**config.mk**
```make
export PLATFORM = sky130hd
export DESIGN_NAME = adder
export DESIGN_NICKNAME = d
export VERILOG_FILES = /design/src/rtl/adder_pkg.sv /design/src/rtl/adder_cla4.sv /design/src/rtl/adder.sv
export SDC_FILE = /design/constraint.sdc
export NUM_CORES = 1
export LEC_CHECK = 0
export BUFFER_PORTS_ARGS = -buffer_cell sky130_fd_sc_hd__buf_2
export CAP_MARGIN = 20
export CORE_MARGIN = 2
export CORE_UTILIZATION = 49
export CTS_BUF_LIST = sky130_fd_sc_hd__clkbuf_16
export DETAILED_ROUTE_END_ITERATION = 6
export PLACE_DENSITY = 0.91
export REMOVE_ABC_BUFFERS = 1
export SETUP_SLACK_MARGIN = 0.02
export SLEW_MARGIN = 20
export SYNTH_ARGS = -nofsm -noshare
export SYNTH_HDL_FRONTEND = slang
export SYNTH_SLANG_ARGS = --single-unit
```
**constraint.sdc**
```tcl
create_clock -name clk -period 3.7 [get_ports clk]
set_input_delay 0.185 -clock clk [delete_from_list [all_inputs] [get_ports clk]]
set_output_delay 0.185 -clock clk [all_outputs]
set_load 0.01 [all_outputs]
```
**src/rtl/adder_pkg.sv**
```systemverilog
// Shared sizing constants for the carry-lookahead adder.
// Latency: n/a (constants and an elaboration-time helper only).
// Backpressure: n/a.
package adder_pkg;

    localparam int ADDER_WIDTH  = 16;
    localparam int CLA_GROUP    = 4;
    localparam int ADDER_GROUPS = ADDER_WIDTH / CLA_GROUP;

    // Number of 4-bit lookahead groups needed for an operand of the given width.
    function automatic int groupCount(input int width);
        return width / CLA_GROUP;
    endfunction

endpackage : adder_pkg

```
**src/rtl/adder_cla4.sv**
```systemverilog
// 4-bit carry-lookahead group: sum plus group propagate/generate for the next level.
// Latency: purely combinational.
// Backpressure: none.
module cla4 (
    input  logic [3:0] a,
    input  logic [3:0] b,
    input  logic       carryIn,
    output logic [3:0] sum,
    output logic       groupProp,
    output logic       groupGen
);

    logic [3:0] bitProp;
    logic [3:0] bitGen;
    logic [3:0] carry;

    // Bit-level propagate/generate, in-group carries in flattened lookahead form, and group terms.
    always_comb begin
        bitProp  = a ^ b;
        bitGen   = a & b;
        carry[0] = carryIn;
        carry[1] = bitGen[0] | (bitProp[0] & carryIn);
        carry[2] = bitGen[1] | (bitProp[1] & bitGen[0])
                 | (bitProp[1] & bitProp[0] & carryIn);
        carry[3] = bitGen[2] | (bitProp[2] & bitGen[1])
                 | (bitProp[2] & bitProp[1] & bitGen[0])
                 | (bitProp[2] & bitProp[1] & bitProp[0] & carryIn);
        sum       = bitProp ^ carry;
        groupProp = &bitProp;
        groupGen  = bitGen[3] | (bitProp[3] & bitGen[2])
                  | (bitProp[3] & bitProp[2] & bitGen[1])
                  | (bitProp[3] & bitProp[2] & bitProp[1] & bitGen[0]);
    end

endmodule : cla4

```
**src/rtl/adder.sv**
```systemverilog
// Registered unsigned adder built from 4-bit CLA groups and a second-level lookahead unit.
// Latency: 1 cycle from operands to Soma; one new pair accepted every edge.
// Backpressure: none; there is no handshake and the adder never stalls.
module adder
    import adder_pkg::*;
#(
    parameter int WIDTH = ADDER_WIDTH
) (
    input  logic             clk,
    input  logic             rst,
    input  logic [WIDTH-1:0] OperandoA,
    input  logic [WIDTH-1:0] OperandoB,
    output logic [WIDTH:0]   Soma
);

    localparam int GROUPS = groupCount(WIDTH);

    if (WIDTH % CLA_GROUP != 0) begin : gWidthCheck
        $error("adder: WIDTH must be a multiple of 4");
    end

    logic [GROUPS-1:0] groupP;
    logic [GROUPS-1:0] groupG;
    // groupCarry[i] is the carry into group i; the top bit is the final carry-out.
    logic [GROUPS:0]   groupCarry;
    logic [WIDTH-1:0]  sumBits;
    logic              prodP;

    for (genvar gi = 0; gi < GROUPS; gi++) begin : gGroup
        cla4 uCla4 (
            .a         (OperandoA[CLA_GROUP*gi +: CLA_GROUP]),
            .b         (OperandoB[CLA_GROUP*gi +: CLA_GROUP]),
            .carryIn   (groupCarry[gi]),
            .sum       (sumBits[CLA_GROUP*gi +: CLA_GROUP]),
            .groupProp (groupP[gi]),
            .groupGen  (groupG[gi])
        );
    end

    // Second-level lookahead: each group carry is the OR of every lower group's generate
    // gated by the propagates between it and the target, so no carry ripples group to group.
    // There is no carry-in, so groupCarry[0] is tied low.
    always_comb begin
        groupCarry = '0;
        prodP      = 1'b1;
        for (int i = 1; i <= GROUPS; i++) begin
            for (int j = 0; j < i; j++) begin
                prodP = 1'b1;
                for (int k = j + 1; k < i; k++) begin
                    prodP = prodP & groupP[k];
                end
                groupCarry[i] = groupCarry[i] | (groupG[j] & prodP);
            end
        end
    end

    // Output register; reset wins over the addition on the same edge.
    always_ff @(posedge clk) begin
        if (rst) begin
            Soma <= '0;
        end else begin
            Soma <= {groupCarry[GROUPS], sumBits};
        end
    end

endmodule : adder

```
==> implementation parameters, run 1 <==
Parameter                              Value

Worst setup path
  Worst path arrival time ... 2040 ps
  Req. time, crit path ... around 3800 ps
  Kind of critical path ... primary input to register
  Critical path capture point type ... register
  Critical path cell sequence ... buf_2 -> ha_1 -> a211oi_2 -> o21bai_2 -> a22oi_4 -> o21ai_2 -> fa_1 -> xnor2_1 -> nor2_1
  CP Max Fanout ... 4
  CP max-delay cell ... fa_1
  Startpoint type of the worst setup path ... primary input
  Crit-path max cell delay ... 390 ps

Floorplanning
  Initial core utilization ... 0.508
  Row Count ... 17
  Area of the die ... about 0.0026 mm²
  Top-level I/O count ... 51
  Die Height ... ~50 µm
  Area of the placeable core ... between 0.002 and 0.0025 mm²
  Width of the die ... ~51 µm

Pwr
  Total power density per cell area ... around 420 mW/mm²
  Clock network fraction of total power ... 0.346
  Combinational group share of total power ... 0.300
  Proportion of power drawn by flip-flops and latches ... 0.354
  Cell-internal power ... roughly 440 µW
  Worst VDD drop ... 0.325 mV
  P_leak ... 0.000755 µW
  Switching power share of the total ... 0.276
  Net switching power ... ~170 µW

Global route
  Largest net degree at the start of global routing ... 20
  Total routing usage reported by global routing ... 0.188
  First-pass GRT wire length ... 3710 µm
  Residual overflow from global routing ... 0
  Number of global-route vias before repair ... roughly 950
  Number of antenna violations at the first check in global routing ... 0

Routing
  Via count normalized by instance count ... roughly 5.1
  Number of antenna-violating nets in the routed design ... 0
  Initial DRC Count ... 9
  Number of DRC violations after detailed routing ... 0
  Via count of the routed design ... just under 1000
  Total wire length after detailed routing ... ~2300 µm
  DR pass1 iterations ... 4
  Routed WL per cell ... 12.2 µm

Synthesis
  Post-synthesis average cell area ... 9.84 µm²
  Main area contributors after synthesis ... dfxtp_1, ha_1, fa_1
  Proportion of synthesized flip-flops having asynchronous set or reset ... 0
  Synth top cells by count ... dfxtp_1, ha_1, nor2_1, a21oi_1, inv_1
  Top_reg_cell synth ... dfxtp_1
  Dominant cell by count in the synthesized netlist ... dfxtp_1
  Count of unique library cells instantiated by Yosys ... 33
  Cells after Synth ... about 110
  Warning count from the yosys run ... 0
  Number of synthesized register bits ... 17
  Combined area of all synthesized cells ... roughly 0.0011 mm²
  Number of synthesized flops with an enable pin ... 0
  Cell accounting for the most synthesized area ... dfxtp_1
  Share of synthesized area occupied by flip-flops and latches ... 0.312
  Fraction of post-synthesis cell area in the top cell type by area ... 0.312

Finish
  Flip-flop count of the largest register after layout ... 17
  Top flop regs ... Soma (17)
  Post-route cell area ... between 0.001 and 0.0015 mm²
  Register with the highest flop count ... Soma
  Area growth from synthesis to layout ... 32.8%
  Nets ... approximately 220
  Number of antenna repair diodes ... 0
  Share of layout cells above drive strength 1 ... 0.405
  # fillers ... between 150 and 200

Timing
  Final Hold Viols ... 0
  Number of pins exceeding their max-slew limit in the final report ... 0
  Min Clock Period, post-route ... approximately 1900 ps
  Slew @ Worst Pin ... about 310 ps
  Setup TNS ... 0 ps
  Final setup fails ... 0
  Setup repair after global routing missed its margin ... false
  Ratio of final minimum period to clock period ... 0.518
  Peak Freq ... between 500 and 600 MHz
  Worst slew slack as a fraction of its limit ... 0.790

Run status
  Result of the run ... completed

Clock network
  Largest buffer count on any clock path ... 2
  Number of H-tree levels ... 1
  Number of buffers inserted for hold repair after clock tree synthesis ... 0
  Cells resized by post-CTS repair ... 0
  Master cell of the clock root buffer ... clkbuf_16
  Clock transition time at the flip-flop clock pins of the worst setup and hold paths ... around 50 ps
  TritonCTS clock tree ... done
  Buffers inserted by post-CTS timing repair ... 0
  Cts bufs inserted ... 3
  Count of clock tree sinks ... 17

Placed design
  Number of input and output port buffers inserted ... 50
  Final estimated routing congestion in global placement ... roughly 0.72
  Placed instance area ... 0.00137 mm²
  Final HPWL from detailed placement ... roughly 1900 µm

Flow run
  Max-cap violations ... 0

Hold path
  Classification of the worst-slack hold path ... primary input to register
-- placed cells by master, fill, tap and decap left out, drive strengths merged, types with 4 or more instances in the layout --
cell type | synthesis | layout
a21oi | 10 | 10
buf | 0 | 50
dfxtp | 17 | 17
fa | 4 | 4
ha | 16 | 16
inv | 7 | 7
nand2 | 6 | 6
nor2 | 13 | 13
nor2b | 5 | 5
o21ai | 5 | 5
xnor2 | 6 | 6
-- routing by layer --
metal | part of all wire | GRT usage | up-vias
met1 | 0.39 | 0.203 | 443
li1 | - | - | 489
met5 | 0 | 0 | -
met3 | 0.043 | 0.0175 | 2
met4 | 0.0099 | 0.0921 | 0
met2 | 0.56 | 0.361 | 32
-- final timing paths --
path | start | end | cells past startpoint
min | OperandoB[0] | Soma[0] | 3
max | OperandoA[1] | Soma[13] | 9
-- power groups by stage --
| stage | Combinational [µW] | Clock (µW) | Sequential (µW) |
|---|---|---|---|
| after CTS | 183 | 212 | 213 |
| after floorplan | 103 | 0 | 229 |
| after detailed placement | 179 | 0 | 217 |
| final | 181 | 208 | 213 |
| after global routing | 201 | 218 | 214 |
| after global placement | 171 | 0 | 215 |
-- worst max-delay path, delay by kind of cell --
| family | cells | cell delay, ps |
|---|---|---|
| AND/OR/NAND/NOR | 1 | 70 |
| XOR/XNOR | 1 | 190 |
| adder cells (fa/ha/maj) | 2 | 720 |
| buffers and inverters | 1 | 120 |
| AO/OA/AOI/OAI | 4 | 750 |
-- stage by stage --
stage / cells / setup WS, ps / util / total power (µW) / hold slack [ps]
detailed placement: 187 / 1550 / 0.638 / 396 / 519
finish: 191 / 1780 / 0.675 / 603 / 295
CTS: 191 / 1790 / 0.675 / 607 / 301
global placement: 187 / 1720 / 0.638 / 386 / 508
floorplan: 109 / 1900 / - / 332 / 257
global route: 191 / 1690 / 0.675 / 633 / 307
-- final cells by class --
class                      count  area (µm²)  area share
clock buffer                   3        75.1      0.0518
clock inverter                 1        5.00     0.00345
inverter                       7        26.3      0.0181
multi-input combinational     85         718       0.495
sequential                    17         340       0.235
tap                           28        35.0      0.0242
timing repair buffer          50         250       0.173
-- cell families after synthesis --
family,count (synthesis),share of synthesized area
AO/OA/AOI/OAI,27,0.200
XOR/XNOR,7,0.0561
adder cells (fa/ha/maj),20,0.257
buffers and inverters,9,0.0309
flip-flops,17,0.312
multiplexers,2,0.0229
AND/OR/NAND/NOR,29,0.121
Note: power is estimated with default switching activity, not from simulation.
==> run 2, diff against run 1 <==
--- a/config.mk
+++ b/config.mk
@@ -5,13 +5,14 @@
 export SDC_FILE = /design/constraint.sdc
 export NUM_CORES = 1
 export LEC_CHECK = 0
+export ABC_AREA = 1
 export BUFFER_PORTS_ARGS = -buffer_cell sky130_fd_sc_hd__buf_2
 export CAP_MARGIN = 20
 export CORE_MARGIN = 2
-export CORE_UTILIZATION = 49
+export CORE_UTILIZATION = 43
 export CTS_BUF_LIST = sky130_fd_sc_hd__clkbuf_16
 export DETAILED_ROUTE_END_ITERATION = 6
-export PLACE_DENSITY = 0.91
+export PLACE_DENSITY = 0.83
 export REMOVE_ABC_BUFFERS = 1
 export SETUP_SLACK_MARGIN = 0.02
 export SLEW_MARGIN = 20
==> constraint.sdc (replaced) <==
create_clock -name clk -period 1.6 [get_ports clk]
set_input_delay 0.08 -clock clk [delete_from_list [all_inputs] [get_ports clk]]
set_output_delay 0.08 -clock clk [all_outputs]
set_load 0.01 [all_outputs]
==> implementation parameters, run 2 <==
Parameter                              Value

Finish
  Number of antenna repair diodes ... 0 (unchanged)
  Area occupied by multi-input gates ... 812 µm² (was 718 µm²)
  Nets ... 285 (was 218)
  FF+latch area ... 340 µm² (unchanged)
  Most used cells in the layout excluding fill and tap cells ... buf_2, inv_1, nand2_1 (was buf_2, dfxtp_1, ha_1)
  # fillers ... 233 (was 158)
  Top flop regs ... Soma (17) (unchanged)
  Post-route cell area ... 0.00175 mm² (was 0.00145 mm²)
  Register with the highest flop count ... Soma (unchanged)
  Area growth from synthesis to layout ... 41.5% (was 32.8%)
  Most common library cell in the layout ignoring fill and taps ... buf_2 (unchanged)
  Layout Cells excl Fill ... 261 (was 191)
  Flip-flop count of the largest register after layout ... 17 (unchanged)
  Share of layout cells above drive strength 1 ... 0.396 (was 0.405)

Timing
  Min Clock Period, post-route ... between 1000 and 1500 ps
  Peak Freq ... 687 MHz
  Slew @ Worst Pin ... 319 ps (was 315 ps)
  Setup repair after global routing missed its margin ... false (unchanged)
  Number of pins exceeding their max-slew limit in the final report ... 0 (unchanged)
  Ratio of final minimum period to clock period ... 0.910
  Final Hold Viols ... 0 (unchanged)
  Worst slew slack as a fraction of its limit ... 0.788 (was 0.790)
  Final setup fails ... 0 (unchanged)
  Final-layout worst hold slack ... 143 ps (was 295 ps)

Synthesis
  Post-synthesis average cell area ... 7.69 µm² (was 9.84 µm²)
  Combined area of all synthesized cells ... 0.00124 mm² (was 0.00109 mm²)
  Number of synthesized flops with an enable pin ... 0 (unchanged)
  Cell accounting for the most synthesized area ... dfxtp_1 (unchanged)
  Count of unique library cells instantiated by Yosys ... 27 (was 33)
  Number of synthesized register bits ... 17 (unchanged)
  Share of synthesized area occupied by flip-flops and latches ... 0.275 (was 0.312)
  Cells after Synth ... 161 (was 111)
  Fraction of post-synthesis cell area in the top cell type by area ... 0.275 (was 0.312)
  Warning count from the yosys run ... 0 (unchanged)
  Synth top cells by count ... inv_1, nand2_1, nor2_1, dfxtp_1, ha_1 (was dfxtp_1, ha_1, nor2_1, a21oi_1, inv_1)
  Main area contributors after synthesis ... dfxtp_1, ha_1, inv_1 (was dfxtp_1, ha_1, fa_1)
  Dominant cell by count in the synthesized netlist ... inv_1 (was dfxtp_1)
  Top_reg_cell synth ... dfxtp_1 (unchanged)
  Proportion of synthesized flip-flops having asynchronous set or reset ... 0 (unchanged)

Pwr
  P_leak ... 0.00100 µW (was 0.000755 µW)
  Worst VDD drop ... 0.792 mV (was 0.325 mV)
  Total power density per cell area ... 843 mW/mm² (was 416 mW/mm²)

Global route
  Residual overflow from global routing ... 0 (unchanged)
  Largest net degree at the start of global routing ... 11 (was 20)
  Total routing usage reported by global routing ... 0.166 (was 0.188)
  First-pass GRT wire length ... 4400 µm (was 3710 µm)
  Number of global-route vias before repair ... 1122 (was 947)
  Number of antenna violations at the first check in global routing ... 0 (unchanged)

Run status
  Result of the run ... completed (unchanged)

Routing
  DR pass1 iterations ... 4 (unchanged)
  Initial DRC Count ... 21 (was 9)
  Number of antenna-violating nets in the routed design ... 0 (unchanged)
  Routed WL per cell ... 9.71 µm (was 12.2 µm)
  Via count normalized by instance count ... 4.71 (was 5.06)
  Total wire length after detailed routing ... 2540 µm (was 2330 µm)
  Number of DRC violations after detailed routing ... 0 (unchanged)
  Via count of the routed design ... 1230 (was 966)

Floorplanning
  Top-level I/O count ... 51 (unchanged)
  Area of the placeable core ... 0.00273 mm² (was 0.00215 mm²)
  Initial core utilization ... 0.453 (was 0.508)
  Row Count ... 19 (was 17)
  Area of the die ... 0.00332 mm² (was 0.00262 mm²)
  Width of the die ... 57.6 µm (was 51.2 µm)
  Die Height ... 57.6 µm (was 51.2 µm)

Clock network
  Clock transition time at the flip-flop clock pins of the worst setup and hold paths ... 50 ps (about the same)
  Buffers inserted by post-CTS timing repair ... 0 (unchanged)
  Number of H-tree levels ... 1 (unchanged)
  Master cell of the clock root buffer ... clkbuf_16 (unchanged)
  TritonCTS clock tree ... done (unchanged)
  Largest buffer count on any clock path ... 2 (unchanged)
  Count of clock tree sinks ... 17 (unchanged)
  Cts bufs inserted ... 3 (unchanged)

Placed design
  Final HPWL from detailed placement ... 2100 µm (was 1920 µm)
  # placed instances ... 257 (was 187)
  Final estimated routing congestion in global placement ... 0.758 (was 0.722)
  Placed instance area ... 0.00164 mm² (was 0.00137 mm²)
  Number of input and output port buffers inserted ... 50 (unchanged)

Hold path
  Classification of the worst-slack hold path ... primary input to register (unchanged)
  Worst Hold End ... Soma[4] (was Soma[0])
  Cell depth of the worst min-delay path ... 2 (was 3)
  Worst min-delay path startpoint ... rst (was OperandoB[0])

Worst setup path
  Startpoint type of the worst setup path ... primary input (unchanged)
  Kind of critical path ... primary input to register (unchanged)
  Req. time, crit path ... 1730 ps (was 3820 ps)
  Worst path arrival time ... 1590 ps (was 2040 ps)
  Critical path capture point type ... register (unchanged)
  CP Max Fanout ... 4 (unchanged)

Flow run
  Max-cap violations ... 0 (unchanged)
==> run 2: logic make-up after synthesis <==
logic type,after synthesis,share of synthesized area
buffers and inverters,30,0.0940
adder cells (fa/ha/maj),20,0.226
AND/OR/NAND/NOR,69,0.279
flip-flops,17,0.275
AO/OA/AOI/OAI,21,0.0971
XOR/XNOR,4,0.0283
==> run 2: how the worst max path moves through the flow <==
stage | from | endpoint | slack (ps) | cells after the start
6_report | OperandoA[9] | Soma[13] | 140 | 11
5_1_grt | OperandoA[5] | Soma[13] | 40 | 11
4_1_cts | OperandoA[3] | Soma[13] | 100 | 10
3_5_place_dp | OperandoA[3] | Soma[13] | -140 | 10
3_3_place_gp | OperandoA[3] | Soma[13] | -100 | 10
2_1_floorplan | OperandoA[3] | Soma[13] | 9 | 9
==> run 2: critical path, stage by stage <==
cell and delay, ps:
buf_2 100, ha_1 330, nand2_1 100, inv_2 40, nand2_2 90, inv_1 60
nand2_1 100, nand3_4 80, fa_1 380, xnor2_1 160, nor2_1 60
==> run 2: power breakdown <==
group / internal, µW / leakage [µW] / switching, µW
clock network: 334 / 0.0000409 / 168
registers: 476 / 0.000142 / 10.5
logic: 231 / 0.000821 / 256
==> run 2: metrics by stage <==
step	setup TNS [ps]	util	total power [µW]	worst slack, ps
global route	0	0.640	1570	36.9
detailed placement	-457	0.600	972	-137
CTS	0	0.629	1470	104
finish	0	0.640	1480	144
global placement	-335	0.600	964	-104
floorplan	0	-	781	9.31
==> run 2: area by class of cell <==
class,instances,share of cell area
Tap cell,31,0.0222
Multi-Input combinational cell,114,0.464
Clock buffer,3,0.0429
Inverter,29,0.0622
Timing Repair Buffer,66,0.212
Clock inverter,1,0.00286
Sequential cell,17,0.194
==> run 2: metal layers <==
layer / track usage / part of all wire / vias to the layer above
met1: 0.205 / 0.43 / 536
met3: 0.0290 / 0.064 / 5
met5: 0 / 0 / -
met2: 0.284 / 0.49 / 35
li1: - / - / 654
met4: 0.0698 / 0.018 / 0
==> run 2: timing repair <==
action	CTS	global route
gates resized for setup	0	4
hold buffers	0	0
endpoints found under the setup margin	0	1
hold endpoints to repair	0	0
